File: src/rtl/brick_game_pkg.sv
// Shared types and constants for the brick-breaker game sequencer.
// The PAUSE state code is defined here but is only ever entered when the
// design is built with PAUSE_EN.
package brick_game_pkg;

  localparam int NUM_BRICKS = 56;
  localparam int LIVES_W    = 2;
  localparam int LEVEL_W    = 2;

  typedef enum logic [2:0] {
    ST_IDLE  = 3'd0,
    ST_SERVE = 3'd1,
    ST_PLAY  = 3'd2,
    ST_MISS  = 3'd3,
    ST_CLEAR = 3'd4,
    ST_OVER  = 3'd5,
    ST_PAUSE = 3'd6
  } game_state_e;

  // Ball step divisor for a level: the base divisor halves per level and
  // never drops below one cycle per step.
  function automatic int unsigned step_div(input int unsigned tick_div,
                                           input logic [LEVEL_W-1:0] lvl);
    int unsigned d;
    d = tick_div >> lvl;
    return (d == 0) ? 1 : d;
  endfunction

endpackage

File: src/rtl/brick_game_ctrl_step_divider.sv
// Ball-advance divider: counts enabled cycles and emits a one-cycle tick
// on the last count of each period. The count freezes while disabled and
// is zeroed by clear.
module step_divider #(
  parameter int DIV_W = 25
) (
  input  logic             clock,
  input  logic             reset,
  input  logic             enable,
  input  logic             clear,
  input  logic [DIV_W-1:0] div,
  output logic             tick
);

  logic [DIV_W-1:0] count_q;
  logic [DIV_W-1:0] count_d;
  logic             at_end;

  // Terminal-count detect and next count; >= keeps the counter from running
  // the long way round should div ever shrink below the live count.
  always_comb begin
    at_end  = (count_q >= (div - DIV_W'(1)));
    tick    = enable && at_end;
    count_d = count_q;
    if (clear) begin
      count_d = '0;
    end else if (enable) begin
      count_d = at_end ? '0 : (count_q + DIV_W'(1));
    end
  end

  // Count register.
  always_ff @(posedge clock or negedge reset) begin
    if (!reset) begin
      count_q <= '0;
    end else begin
      count_q <= count_d;
    end
  end

endmodule

File: src/rtl/brick_game_ctrl.sv
// Top-level game sequencer for the brick-breaker: game FSM, lives and level
// counters, button edge detection and the ball step divider.
// Build option: define PAUSE_EN to add pause_btn and the PAUSE state.
module brick_game_ctrl
  import brick_game_pkg::*;
#(
  parameter int TICK_DIV  = 25000000,
  parameter int LIVES     = 3,
  parameter int MAX_LEVEL = 3
) (
  input  logic                  clock,
  input  logic                  reset,
  input  logic                  start_btn,
  input  logic                  launch_btn,
`ifdef PAUSE_EN
  input  logic                  pause_btn,
`endif
  input  logic [NUM_BRICKS-1:0] bricks,
  input  logic                  ball_lost,
  output logic                  step_tick,
  output logic                  bricks_reload,
  output logic                  ball_serve,
  output logic [LIVES_W-1:0]    lives,
  output logic [LEVEL_W-1:0]    level,
  output logic [2:0]            state,
  output logic                  game_over
);

  localparam int DIV_W = $clog2(TICK_DIV + 1);

  game_state_e        state_q, state_d;
  logic [LIVES_W-1:0] lives_q, lives_d;
  logic [LEVEL_W-1:0] level_q, level_d;
  logic               reload_q, reload_d;
  logic               serve_q, serve_d;
  logic               start_prev_q, start_prev_d;
  logic               launch_prev_q, launch_prev_d;
  logic               start_edge;
  logic               launch_edge;
  logic               pause_edge;
  logic               div_en;
  logic               div_clr;
  logic [DIV_W-1:0]   div_val;

`ifdef PAUSE_EN
  logic               pause_prev_q, pause_prev_d;
`endif

  // Button rising edges against last cycle's sampled level.
  always_comb begin
    start_edge    = start_btn && !start_prev_q;
    launch_edge   = launch_btn && !launch_prev_q;
    start_prev_d  = start_btn;
    launch_prev_d = launch_btn;
`ifdef PAUSE_EN
    pause_edge    = pause_btn && !pause_prev_q;
    pause_prev_d  = pause_btn;
`else
    pause_edge    = 1'b0;
`endif
  end

  // State, counters, pulse and edge registers.
  always_ff @(posedge clock or negedge reset) begin
    if (!reset) begin
      state_q       <= ST_IDLE;
      lives_q       <= LIVES_W'(LIVES);
      level_q       <= '0;
      reload_q      <= 1'b0;
      serve_q       <= 1'b0;
      start_prev_q  <= 1'b0;
      launch_prev_q <= 1'b0;
`ifdef PAUSE_EN
      pause_prev_q  <= 1'b0;
`endif
    end else begin
      state_q       <= state_d;
      lives_q       <= lives_d;
      level_q       <= level_d;
      reload_q      <= reload_d;
      serve_q       <= serve_d;
      start_prev_q  <= start_prev_d;
      launch_prev_q <= launch_prev_d;
`ifdef PAUSE_EN
      pause_prev_q  <= pause_prev_d;
`endif
    end
  end

  // Next-state logic; a cleared field beats a simultaneous lost ball.
  always_comb begin
    state_d = state_q;
    case (state_q)
      ST_IDLE, ST_OVER: begin
        if (start_edge) state_d = ST_SERVE;
      end
      ST_SERVE: begin
        if (launch_edge) state_d = ST_PLAY;
      end
      ST_PLAY: begin
        if (bricks == '0) begin
          state_d = ST_CLEAR;
        end else if (ball_lost) begin
          state_d = ST_MISS;
        end else if (pause_edge) begin
`ifdef PAUSE_EN
          state_d = ST_PAUSE;
`else
          state_d = ST_PLAY;
`endif
        end
      end
      ST_MISS: begin
        state_d = (lives_q <= LIVES_W'(1)) ? ST_OVER : ST_SERVE;
      end
      ST_CLEAR: begin
        state_d = ST_SERVE;
      end
`ifdef PAUSE_EN
      ST_PAUSE: begin
        if (pause_edge) state_d = ST_PLAY;
      end
`endif
      default: begin
        state_d = ST_IDLE;
      end
    endcase
  end

  // Lives/level updates and the serve/reload pulses for the first SERVE cycle.
  always_comb begin
    lives_d  = lives_q;
    level_d  = level_q;
    reload_d = 1'b0;
    serve_d  = 1'b0;
    case (state_q)
      ST_IDLE, ST_OVER: begin
        if (start_edge) begin
          lives_d  = LIVES_W'(LIVES);
          level_d  = '0;
          reload_d = 1'b1;
          serve_d  = 1'b1;
        end
      end
      ST_MISS: begin
        lives_d = (lives_q > LIVES_W'(0)) ? (lives_q - LIVES_W'(1)) : '0;
        serve_d = (lives_q > LIVES_W'(1));
      end
      ST_CLEAR: begin
        if (level_q < LEVEL_W'(MAX_LEVEL)) level_d = level_q + LEVEL_W'(1);
        reload_d = 1'b1;
        serve_d  = 1'b1;
      end
      default: begin
      end
    endcase
  end

  // Output decode and divider control.
  always_comb begin
    div_en        = (state_q == ST_PLAY);
    div_clr       = (state_q == ST_SERVE) && launch_edge;
    div_val       = DIV_W'(step_div(TICK_DIV, level_q));
    game_over     = (state_q == ST_OVER);
    state         = state_q;
    lives         = lives_q;
    level         = level_q;
    bricks_reload = reload_q;
    ball_serve    = serve_q;
  end

  step_divider #(
    .DIV_W (DIV_W)
  ) u_step_divider (
    .clock  (clock),
    .reset  (reset),
    .enable (div_en),
    .clear  (div_clr),
    .div    (div_val),
    .tick   (step_tick)
  );

endmodule

File: config.mk
export PLATFORM = sky130hd
export DESIGN_NAME = brick_game_ctrl
export DESIGN_NICKNAME = d
export VERILOG_FILES = /design/src/rtl/brick_game_pkg.sv /design/src/rtl/brick_game_ctrl_step_divider.sv /design/src/rtl/brick_game_ctrl.sv
export SDC_FILE = /design/constraint.sdc
export NUM_CORES = 1
export LEC_CHECK = 0
export ABC_AREA = 1
export CAP_MARGIN = 30
export CORE_MARGIN = 3
export CORE_UTILIZATION = 54
export CTS_CLUSTER_SIZE = 10
export DETAILED_ROUTE_END_ITERATION = 12
export PLACE_DENSITY = 0.83
export SLEW_MARGIN = 10
export SYNTH_ARGS = -nofsm -noshare
export SYNTH_HDL_FRONTEND = slang
export SYNTH_SLANG_ARGS = --single-unit
File: constraint.sdc
create_clock -name clock -period 6.63 [get_ports clock]
set_input_delay 1.326 -clock clock [delete_from_list [all_inputs] [get_ports clock]]
set_output_delay 1.326 -clock clock [all_outputs]
set_load 0.01 [all_outputs]
==> flow_metrics.py, run 1 <==
metrics = {
    "logic_synthesis": {
        "synth.most_common_cell": "nand2_1",
        "synthDistinctLibCells": 31,
        "synth_warnings": 0,
        "synth_seq_cells": 36,
        "yosysSeqAreaShare": 0.307,
        "synthFlopType": "dfrtp_1",
        "synth_area_sq_um": 2940,
        "synth-edff-count": 0,
        "syn_inst": 428,
        "synth.area.top_cells": "dfrtp_1 (29%), nand2_1 (15%), ha_1 (12%)",
        "synth_top_area_share": 0.290,
        "async_flop_share": 1.00,
        "netlist_top_cells_count": "nand2_1 (115), nor2_1 (72), inv_1 (49)",
        "yosysTopAreaCell": "dfrtp_1",
        "syn_avg_cell_area_sq_um": 6.86,
    },
    "cells_and_area": {
        "num_antenna_cells": 0,
        "final_cells": 575,
        "area_growth_pct": 29.6,
        "nNetsFinal": 593,
        "fillCellCount": 420,
        "fin_area_sq_um": 3810,
        "drive_gt1_frac": 0.0792,
    },
    "cts": {
        "clk_path_buf_depth": 2,
        "root_buffer": "clkbuf_8",
        "cts_tree": "built",
        "clk_pin_slew_worst_paths_ps": 90,
        "hold_buffers": 0,
        "cts_made_buffers": 5,
        "clk_latency_ps": 290,
        "htree_num_levels": 2,
        "clkSinkCount": 36,
        "cts_resized": 0,
        "postCtsSetupBuffers": 0,
    },
    "worst_setup_path": {
        "endpoint_kind": "output port",
        "worstPathMaxFanout": 7,
        "r2r_cells": 15,
        "cp_common_cell": "nand2_1",
        "arrival_ps": 3200,
        "worstPathCellList": "inv_1, ha_1, ha_1, nor2_1, xor2_1, ha_1, nand3_1, nand2_1, nand2_1, nand2_1, a21oi_1, nand2_1, nand2_1, nand2_2, nand2_4, inv_1, clkdlybuf4s50_1",
        "cpMaxStageDelayCell": "clkdlybuf4s50_1",
        "ff2ff_setup_slack_ps": 3770,
        "critPathLaunchType": "flip-flop",
        "crit_type": "reg2out",
        "r2r-end": "u_step_divider.count_q[7]$_DFFE_PN0P_",
        "r2r-start": "level[0]$_DFFE_PN0P_",
        "required_ps": 5300,
        "slowest_delay_ps": 460,
    },
    "hold_path": {
        "min_to": "lives[0]$_DFFE_PN1P_",
        "hold_depth": 2,
        "min_from": "lives[1]$_DFFE_PN1P_",
        "min_path_type": "reg2reg",
    },
    "floorplan": {
        "die_area_sq_um": 6360,
        "ios": 72,
        "die_y_um": 79.8,
        "core_area_sq_um": 5170,
        "start_util": 0.568,
        "fp.dieW_um": 79.8,
        "row_count": 26,
    },
    "global_route": {
        "grt_pass1_vias": 3077,
        "grtUsageTotal": 0.279,
        "grt_max_degree": 37,
        "overflow": 0,
        "antenna_found_initial": 0,
        "grt_pass1_wl_um": 13900,
    },
    "pwr": {
        "p_switching_uw": 312,
        "power_frac_clock": 0.215,
        "combinationalPowerShare": 0.413,
        "p_int_uw": 460,
        "p_per_area_nw_per_um2": 203,
        "seqPwrFrac": 0.373,
        "p_leak_uw": 0.00184,
        "finalPower_uw": 772,
        "ir_drop_v": 0.000263,
        "swShare": 0.404,
    },
    "place": {
        "gp_congestion": 0.930,
        "placed_area_sq_um": 3710,
        "io_buffers": 71,
        "dp_hpwl_um": 6720,
        "place_inst": 567,
    },
    "timing": {
        "layout_min_cycle_time_ps": 4530,
        "finalSetupTns_ps": 0,
        "rsz0062_at_grt": "no",
        "setup_viol": 0,
        "finalCritPeriodShare": 0.683,
        "slew_violations": 0,
        "max_freq_ghz": 0.221,
        "tightestPinTransition_ps": 812,
        "slew_headroom": 0.458,
        "finClkSkew_ps": 8.87,
        "hold_violations": 0,
    },
    "detailed_routing": {
        "ant_nets": 0,
        "wl_per_cell_um": 14.5,
        "drt_first_iter_violations": 256,
        "first_pass_iters": 5,
        "drc": 0,
        "vias_per_cell": 5.33,
        "wl_um": 8350,
        "vias": 3066,
    },
    "run": {
        "cap_violations": 0,
    },
    "run_status": {
        "outcome": "finished clean",
    },
}
critical path: cells and delay by family, from the launching register on:
family,cells,cell delay [ps]
compound gates,1,110
simple gates,9,730
buf+inv,3,660
flops,1,430
xor+xnor,1,190
fa+ha+maj,3,800
state kept, by name (all words and copies together), names as in the netlist:
name and cells:
ball_serve 1, bricks_reload 1, launch_prev_q 1, level 2, lives 2, start_prev_q 1, state 3, u_step_divider.count_q 25
power by group through the flow:
stage	logic, uW	clock network, uW	registers [uW]
after global routing	362	174	292
after detailed placement	317	0	291
after global placement	308	0	290
after CTS	319	168	287
after floorplan	179	0	291
final	319	166	288
logic make-up after synthesis:
group,after synthesis,synth area share
xor gates and xnor gates,19,0.0566
DFF,36,0.307
adders and majority gates,28,0.119
buffers and inverters,56,0.0745
other,1,0.00128
AOI/OAI and AO/OA,31,0.0566
and+or+nand+nor,257,0.384
how the worst max path moves through the flow:
stage / from / endpoint / cells after the start
6_report: level[0]$_DFFE_PN0P_ / step_tick / 17
5_1_grt: level[0]$_DFFE_PN0P_ / step_tick / 17
4_1_cts: level[0]$_DFFE_PN0P_ / step_tick / 17
3_5_place_dp: level[0]$_DFFE_PN0P_ / step_tick / 17
3_3_place_gp: level[0]$_DFFE_PN0P_ / step_tick / 17
2_1_floorplan: level[0]$_DFFE_PN0P_ / step_tick / 16
layout by cell type (no fill, tap or decap):
| master | count |
|---|---|
| clkbuf_8 | 5 |
| clkdlybuf4s50_1 | 70 |
| ha_1 | 28 |
| buf_2 | 1 |
| o21ai_0 | 11 |
| conb_1 | 2 |
| nor2_1 | 72 |
| a21oi_1 | 7 |
| o21ai_1 | 8 |
| nor4_1 | 2 |
| nand3_1 | 22 |
| o21bai_1 | 2 |
| and3_1 | 1 |
| nor3b_1 | 1 |
| nor2_2 | 13 |
| clkinv_4 | 1 |
| nand2_4 | 2 |
| o211ai_1 | 1 |
| xnor2_1 | 5 |
| dfrtp_1 | 34 |
| inv_1 | 49 |
| xor2_1 | 14 |
| nand2_2 | 8 |
| nor3_1 | 6 |
| nor2b_4 | 1 |
| o22ai_1 | 1 |
| a21o_1 | 1 |
| inv_2 | 4 |
| nand4_1 | 13 |
| dfstp_2 | 2 |
| nor2_4 | 1 |
| clkinvlp_4 | 2 |
| nand2_1 | 115 |
stage by stage:
| step | utilization | setup WS [ps] | hold WS [ps] |
|---|---|---|---|
| 2_1_floorplan | - | 3100 | 474 |
| 3_3_place_gp | 0.718 | 2600 | 475 |
| 3_5_place_dp | 0.718 | 2460 | 483 |
| 4_1_cts | 0.736 | 2140 | 497 |
| 5_1_grt | 0.736 | 1900 | 536 |
| 6_report | 0.736 | 2100 | 495 |
layer usage:
metal,vias to the layer above,track usage,share of wire
li1,1506,-,-
met1,1400,0.341,0.43
met2,126,0.471,0.48
met3,34,0.0632,0.061
met4,0,0.115,0.035
met5,-,0,0
layout make-up:
cell class / count / area [sq um] / area share
Clock buffer: 5 / 68.8 / 0.0181
Tap cell: 70 / 87.6 / 0.0230
Timing Repair Buffer: 71 / 706 / 0.185
Clock inverter: 3 / 23.8 / 0.00624
Inverter: 53 / 199 / 0.0523
Sequential cell: 36 / 903 / 0.237
Multi-Input combinational cell: 337 / 1820 / 0.478
(Power assumes the default switching activity.)
==> run 2, diff against run 1 <==
--- a/config.mk
+++ b/config.mk
@@ -8,10 +8,10 @@
 export ABC_AREA = 1
 export CAP_MARGIN = 30
 export CORE_MARGIN = 3
-export CORE_UTILIZATION = 54
+export CORE_UTILIZATION = 50
 export CTS_CLUSTER_SIZE = 10
 export DETAILED_ROUTE_END_ITERATION = 12
-export PLACE_DENSITY = 0.83
+export PLACE_DENSITY = 0.78
 export SLEW_MARGIN = 10
 export SYNTH_ARGS = -nofsm -noshare
 export SYNTH_HDL_FRONTEND = slang
==> constraint.sdc (replaced) <==
create_clock -name clock -period 4.25 [get_ports clock]
set_input_delay 0.85 -clock clock [delete_from_list [all_inputs] [get_ports clock]]
set_output_delay 0.85 -clock clock [all_outputs]
set_load 0.01 [all_outputs]
==> run 2 against run 1 <==
Clock power increased by 86%. Highest routed layer unchanged. Critical path depth stayed put. Design area up 1.6%.
==> flow_metrics.py, run 2 (synthesized netlist as in run 1, its figures left out) <==
metrics = {
    "run_status": {
        "outcome": "finished clean",
    },
    "floorplan": {
        "core_area_sq_um": 5610,
        "start_util": 0.524,
        "row_count": 27,
        "fp.dieW_um": 82.7,
        "die_y_um": 82.7,
        "die_area_sq_um": 6830,
        "ios": 72,
    },
    "hold_path": {
        "min_path_type": "reg2reg",
        "min_to": "lives[0]$_DFFE_PN1P_",
        "hold_depth": 2,
        "min_from": "lives[1]$_DFFE_PN1P_",
    },
    "cells_and_area": {
        "nNetsFinal": 597,
        "num_antenna_cells": 0,
        "final_cell_mix": "nand2_1 (115), nor2_1 (72), clkdlybuf4s50_1 (69), inv_1 (48), dfrtp_1 (33)",
        "final_cells": 581,
        "regMostFlops": "u_step_divider.count_q",
        "area_growth_pct": 31.6,
        "layout_commonest_cell": "nand2_1",
        "fillCellCount": 498,
        "drive_gt1_frac": 0.0923,
        "fin_area_sq_um": 3870,
        "multiInputGateArea_sq_um": 1820,
        "largest_reg_flops": 25,
        "seq_area_sq_um": 905,
    },
    "worst_setup_path": {
        "cpMaxStageDelayCell": "dfrtp_2",
        "slowest_delay_ps": 430,
        "cp_common_cell": "nand2_1",
        "r2r-end": "u_step_divider.count_q[0]$_DFFE_PN0P_",
        "ff2ff_setup_slack_ps": 1530,
        "required_ps": 3400,
        "endpoint_kind": "output port",
        "r2r_cells": 15,
        "arrival_ps": 2840,
        "worstPathMaxFanout": 7,
        "r2r-start": "level[0]$_DFFE_PN0P_",
        "crit_type": "reg2out",
        "critPathLaunchType": "flip-flop",
        "worstPathCellList": "clkinvlp_4, ha_2, ha_1, nor2_1, xor2_1, ha_1, nand3_1, nand2_1, nand2_1, nand2_1, a21oi_1, nand2_1, nand2_1, nand2_2, nand2_4, inv_1, dlymetal6s2s_1",
    },
    "timing": {
        "rsz0062_at_grt": "no",
        "layout_min_cycle_time_ps": 3690,
        "setup_viol": 0,
        "slew_headroom": 0.451,
        "finClkSkew_ps": 5.38,
        "finalSetupTns_ps": 0,
        "max_freq_ghz": 0.271,
        "finalCritPeriodShare": 0.867,
        "slew_violations": 0,
        "hold_violations": 0,
        "tightestPinTransition_ps": 824,
        "whs_ps": 502,
    },
    "global_route": {
        "grtUsageTotal": 0.255,
        "grt_pass1_vias": 3020,
        "overflow": 0,
        "grt_pass1_wl_um": 13400,
        "grt_max_degree": 37,
        "antenna_found_initial": 0,
    },
    "pwr": {
        "ir_drop_v": 0.000188,
        "p_per_area_nw_per_um2": 326,
        "finalPower_uw": 1260,
        "p_leak_uw": 0.00189,
    },
    "cts": {
        "htree_num_levels": 2,
        "clk_latency_ps": 300,
        "cts_tree": "built",
        "cts_made_buffers": 5,
        "clk_path_buf_depth": 2,
        "clkSinkCount": 36,
        "root_buffer": "clkbuf_8",
        "hold_buffers": 0,
        "clk_pin_slew_worst_paths_ps": 70,
    },
    "place": {
        "gp_congestion": 0.869,
        "dp_hpwl_um": 6310,
        "io_buffers": 71,
        "place_inst": 569,
        "placed_area_sq_um": 3720,
    },
    "detailed_routing": {
        "vias_per_cell": 5.23,
        "drc": 0,
        "first_pass_iters": 5,
        "vias": 3039,
        "wl_per_cell_um": 13.9,
        "ant_nets": 0,
        "drt_first_iter_violations": 202,
        "wl_um": 8060,
    },
    "run": {
        "cap_violations": 0,
    },
}
run 2: what timing repair did:
action / CTS / global route
buffers inserted: 0 / 4
resized for setup: 0 / 5
setup endpoints to repair: 0 / 1
endpoints found under the hold margin: 0 / 0
run 2: layer usage:
metal  share of wire  track usage
met1            0.40        0.290
met2            0.48        0.455
met3           0.081       0.0553
met4           0.037        0.114
met5               0            0
run 2: layout make-up:
class,instances,area share
flip-flops and latches,36,0.234
clock buffers,6,0.0188
multi-input cells,337,0.472
clock inverters,2,0.00906
well taps,72,0.0233
inverters,53,0.0524
repair buffers,75,0.191
run 2: where the power goes:
group | leakage, uW | switching, uW | internal [uW]
sequential | 0.000482 | 55.0 | 396
clock | 0.0000552 | 134 | 174
combinational | 0.00135 | 283 | 218
total | 0.00189 | 472 | 788
run 2: worst max-delay path, delay by kind of cell, from the launching register on:
family	cells	cell delay, ps
XOR/XNOR	1	180
AND/OR/NAND/NOR	9	730
adder cells (fa/ha/maj)	3	710
flip-flops	1	430
buffers and inverters	3	370
AO/OA/AOI/OAI	1	110
run 2: per-stage QoR:
| stage | setup WS, ps | utilization |
|---|---|---|
| after global placement | 665 | 0.663 |
| final | 564 | 0.690 |
| after floorplan | 1200 | - |
| after detailed placement | 537 | 0.663 |
| after CTS | 157 | 0.682 |
| after global routing | 282 | 0.690 |
run 2: how the worst max path moves through the flow:
stage	endpoint	slack, ps	cells after the start	from
5_1_grt	step_tick	280	17	level[0]$_DFFE_PN0P_
4_1_cts	step_tick	160	17	level[0]$_DFFE_PN0P_
3_3_place_gp	step_tick	660	17	level[0]$_DFFE_PN0P_
3_5_place_dp	step_tick	540	17	level[0]$_DFFE_PN0P_
6_report	step_tick	560	17	level[0]$_DFFE_PN0P_
2_1_floorplan	step_tick	1200	16	level[0]$_DFFE_PN0P_
==> run 3, diff against run 2 <==
--- a/config.mk
+++ b/config.mk
@@ -7,7 +7,7 @@
 export LEC_CHECK = 0
 export ABC_AREA = 1
 export CAP_MARGIN = 30
-export CORE_MARGIN = 3
+export CORE_MARGIN = 8
 export CORE_UTILIZATION = 50
 export CTS_CLUSTER_SIZE = 10
 export DETAILED_ROUTE_END_ITERATION = 12
==> run 3 against run 2 <==
Count of clock-buffer cells in the layout rose by 2. Sequential cell count unchanged. Worst hold slack got worse by 7.7 ps. Sequential power about the same. Combinational power shrank 4%. Total power decreased by 4.5%. Sequential share of layout area is 0.24 points higher.
==> flow_metrics.py, run 3 (synthesized netlist as in run 1, its figures left out) <==
metrics = {
    "cells_and_area": {
        "fillCellCount": 535,
        "area_growth_pct": 30.2,
        "seq_area_sq_um": 903,
        "fin_area_sq_um": 3820,
        "num_antenna_cells": 0,
        "utilization": 0.657,
        "layout_commonest_cell": "nand2_1",
        "drive_gt1_frac": 0.0792,
        "regMostFlops": "u_step_divider.count_q",
        "largest_reg_flops": 25,
        "nNetsFinal": 593,
        "multiInputGateArea_sq_um": 1820,
        "final_cell_mix": "nand2_1 (115), nor2_1 (72), clkdlybuf4s50_1 (70), inv_1 (49), dfrtp_1 (34)",
    },
    "place": {
        "io_buffers": 71,
        "dp_hpwl_um": 6520,
        "gp_congestion": 0.977,
        "placed_area_sq_um": 3720,
        "place_ws_ps": 587,
    },
    "timing": {
        "layout_min_cycle_time_ps": 3940,
        "hold_violations": 0,
        "tightestPinTransition_ps": 818,
        "slew_headroom": 0.455,
        "finalSetupTns_ps": 0,
        "max_freq_ghz": 0.254,
        "slew_violations": 0,
        "rsz0062_at_grt": "no",
        "setup_viol": 0,
        "setup_slack_ps": 311,
        "finClkSkew_ps": 10.4,
        "finalCritPeriodShare": 0.927,
    },
    "worst_setup_path": {
        "worstPathMaxFanout": 7,
        "ff2ff_setup_slack_ps": 1600,
        "arrival_ps": 3090,
        "critPathLaunchType": "flip-flop",
        "crit_type": "reg2out",
        "startpoint": "level[0]$_DFFE_PN0P_",
        "r2r_cells": 15,
        "r2r-end": "u_step_divider.count_q[19]$_DFFE_PN0P_",
        "required_ps": 3400,
        "endpoint_kind": "output port",
        "r2r-start": "level[0]$_DFFE_PN0P_",
    },
    "detailed_routing": {
        "vias_per_cell": 5.13,
        "drc": 0,
        "vias": 2974,
        "drt_first_iter_violations": 235,
        "wl_um": 8010,
        "first_pass_iters": 4,
        "wl_per_cell_um": 13.8,
        "ant_nets": 0,
    },
    "cts": {
        "htree_num_levels": 2,
        "cts_made_buffers": 5,
        "clk_latency_ps": 300,
        "clkSinkCount": 36,
        "cts_tree": "built",
        "clk_pin_slew_worst_paths_ps": 70,
        "root_buffer": "clkbuf_8",
        "clk_path_buf_depth": 2,
    },
    "run_status": {
        "outcome": "finished clean",
    },
    "hold_path": {
        "min_from": "lives[1]$_DFFE_PN1P_",
        "hold_depth": 2,
        "min_path_type": "reg2reg",
        "min_to": "lives[0]$_DFFE_PN1P_",
    },
    "floorplan": {
        "fp.dieW_um": 92.7,
        "die_y_um": 92.7,
        "row_count": 28,
        "die_area_sq_um": 8580,
        "start_util": 0.505,
        "core_area_sq_um": 5820,
        "ios": 72,
    },
    "pwr": {
        "p_per_area_nw_per_um2": 315,
        "p_leak_uw": 0.00185,
        "ir_drop_v": 0.000231,
        "finalPower_uw": 1200,
    },
    "global_route": {
        "grtUsageTotal": 0.191,
        "grt_pass1_wl_um": 13400,
        "grt_max_degree": 37,
        "grt_pass1_vias": 2979,
        "antenna_found_initial": 0,
        "overflow": 0,
    },
    "run": {
        "cap_violations": 0,
    },
}
-- run 3: critical path: stages, from the launching register on --
cell             delay (ps)
dfrtp_1                 430
inv_1                   170
ha_2                    260
ha_1                    190
nor2_1                  130
xor2_1                  170
ha_1                    270
nand3_1                  90
nand2_1                  60
nand2_1                  50
nand2_1                  50
a21oi_1                 110
nand2_1                  60
nand2_1                  90
nand2_2                  90
nand2_4                  70
inv_1                    40
clkdlybuf4s50_1         480
-- run 3: cell type report --
class                      instances  area share
sequential                        36       0.236
tap                               75      0.0245
inverter                          53      0.0520
clock buffer                       8      0.0262
multi-input combinational        337       0.476
timing repair buffer              71       0.185
-- run 3: how the worst max path moves through the flow --
stage,end,slack [ps]
CTS,step_tick,250
detailed placement,step_tick,590
floorplan,step_tick,1200
finish,step_tick,310
global route,step_tick,50
global placement,step_tick,670
-- run 3: per-layer routing --
metal / vias to the layer above / part of all wire / GRT usage
li1: 1501 / - / -
met1: 1352 / 0.42 / 0.232
met2: 111 / 0.49 / 0.318
met3: 10 / 0.081 / 0.0445
met4: 0 / 0.014 / 0.0765
met5: - / 0 / 0
-- run 3: repair_timing --
item,CTS,global route
endpoints found under the setup margin,0,1
resized for setup,0,1
hold buffers,0,0
buffers inserted,0,0
-- run 3: report_power, final --
| group | total [uW] | internal [uW] | switching, uW |
|---|---|---|---|
| sequential | 451 | 396 | 54.6 |
| clock | 271 | 148 | 123 |
| combinational | 482 | 205 | 277 |
-- run 3: per-stage QoR --
step | std cells | hold WS (ps)
2_1_floorplan | 429 | 474
3_3_place_gp | 572 | 483
3_5_place_dp | 572 | 484
4_1_cts | 580 | 495
5_1_grt | 580 | 518
6_report | 580 | 494
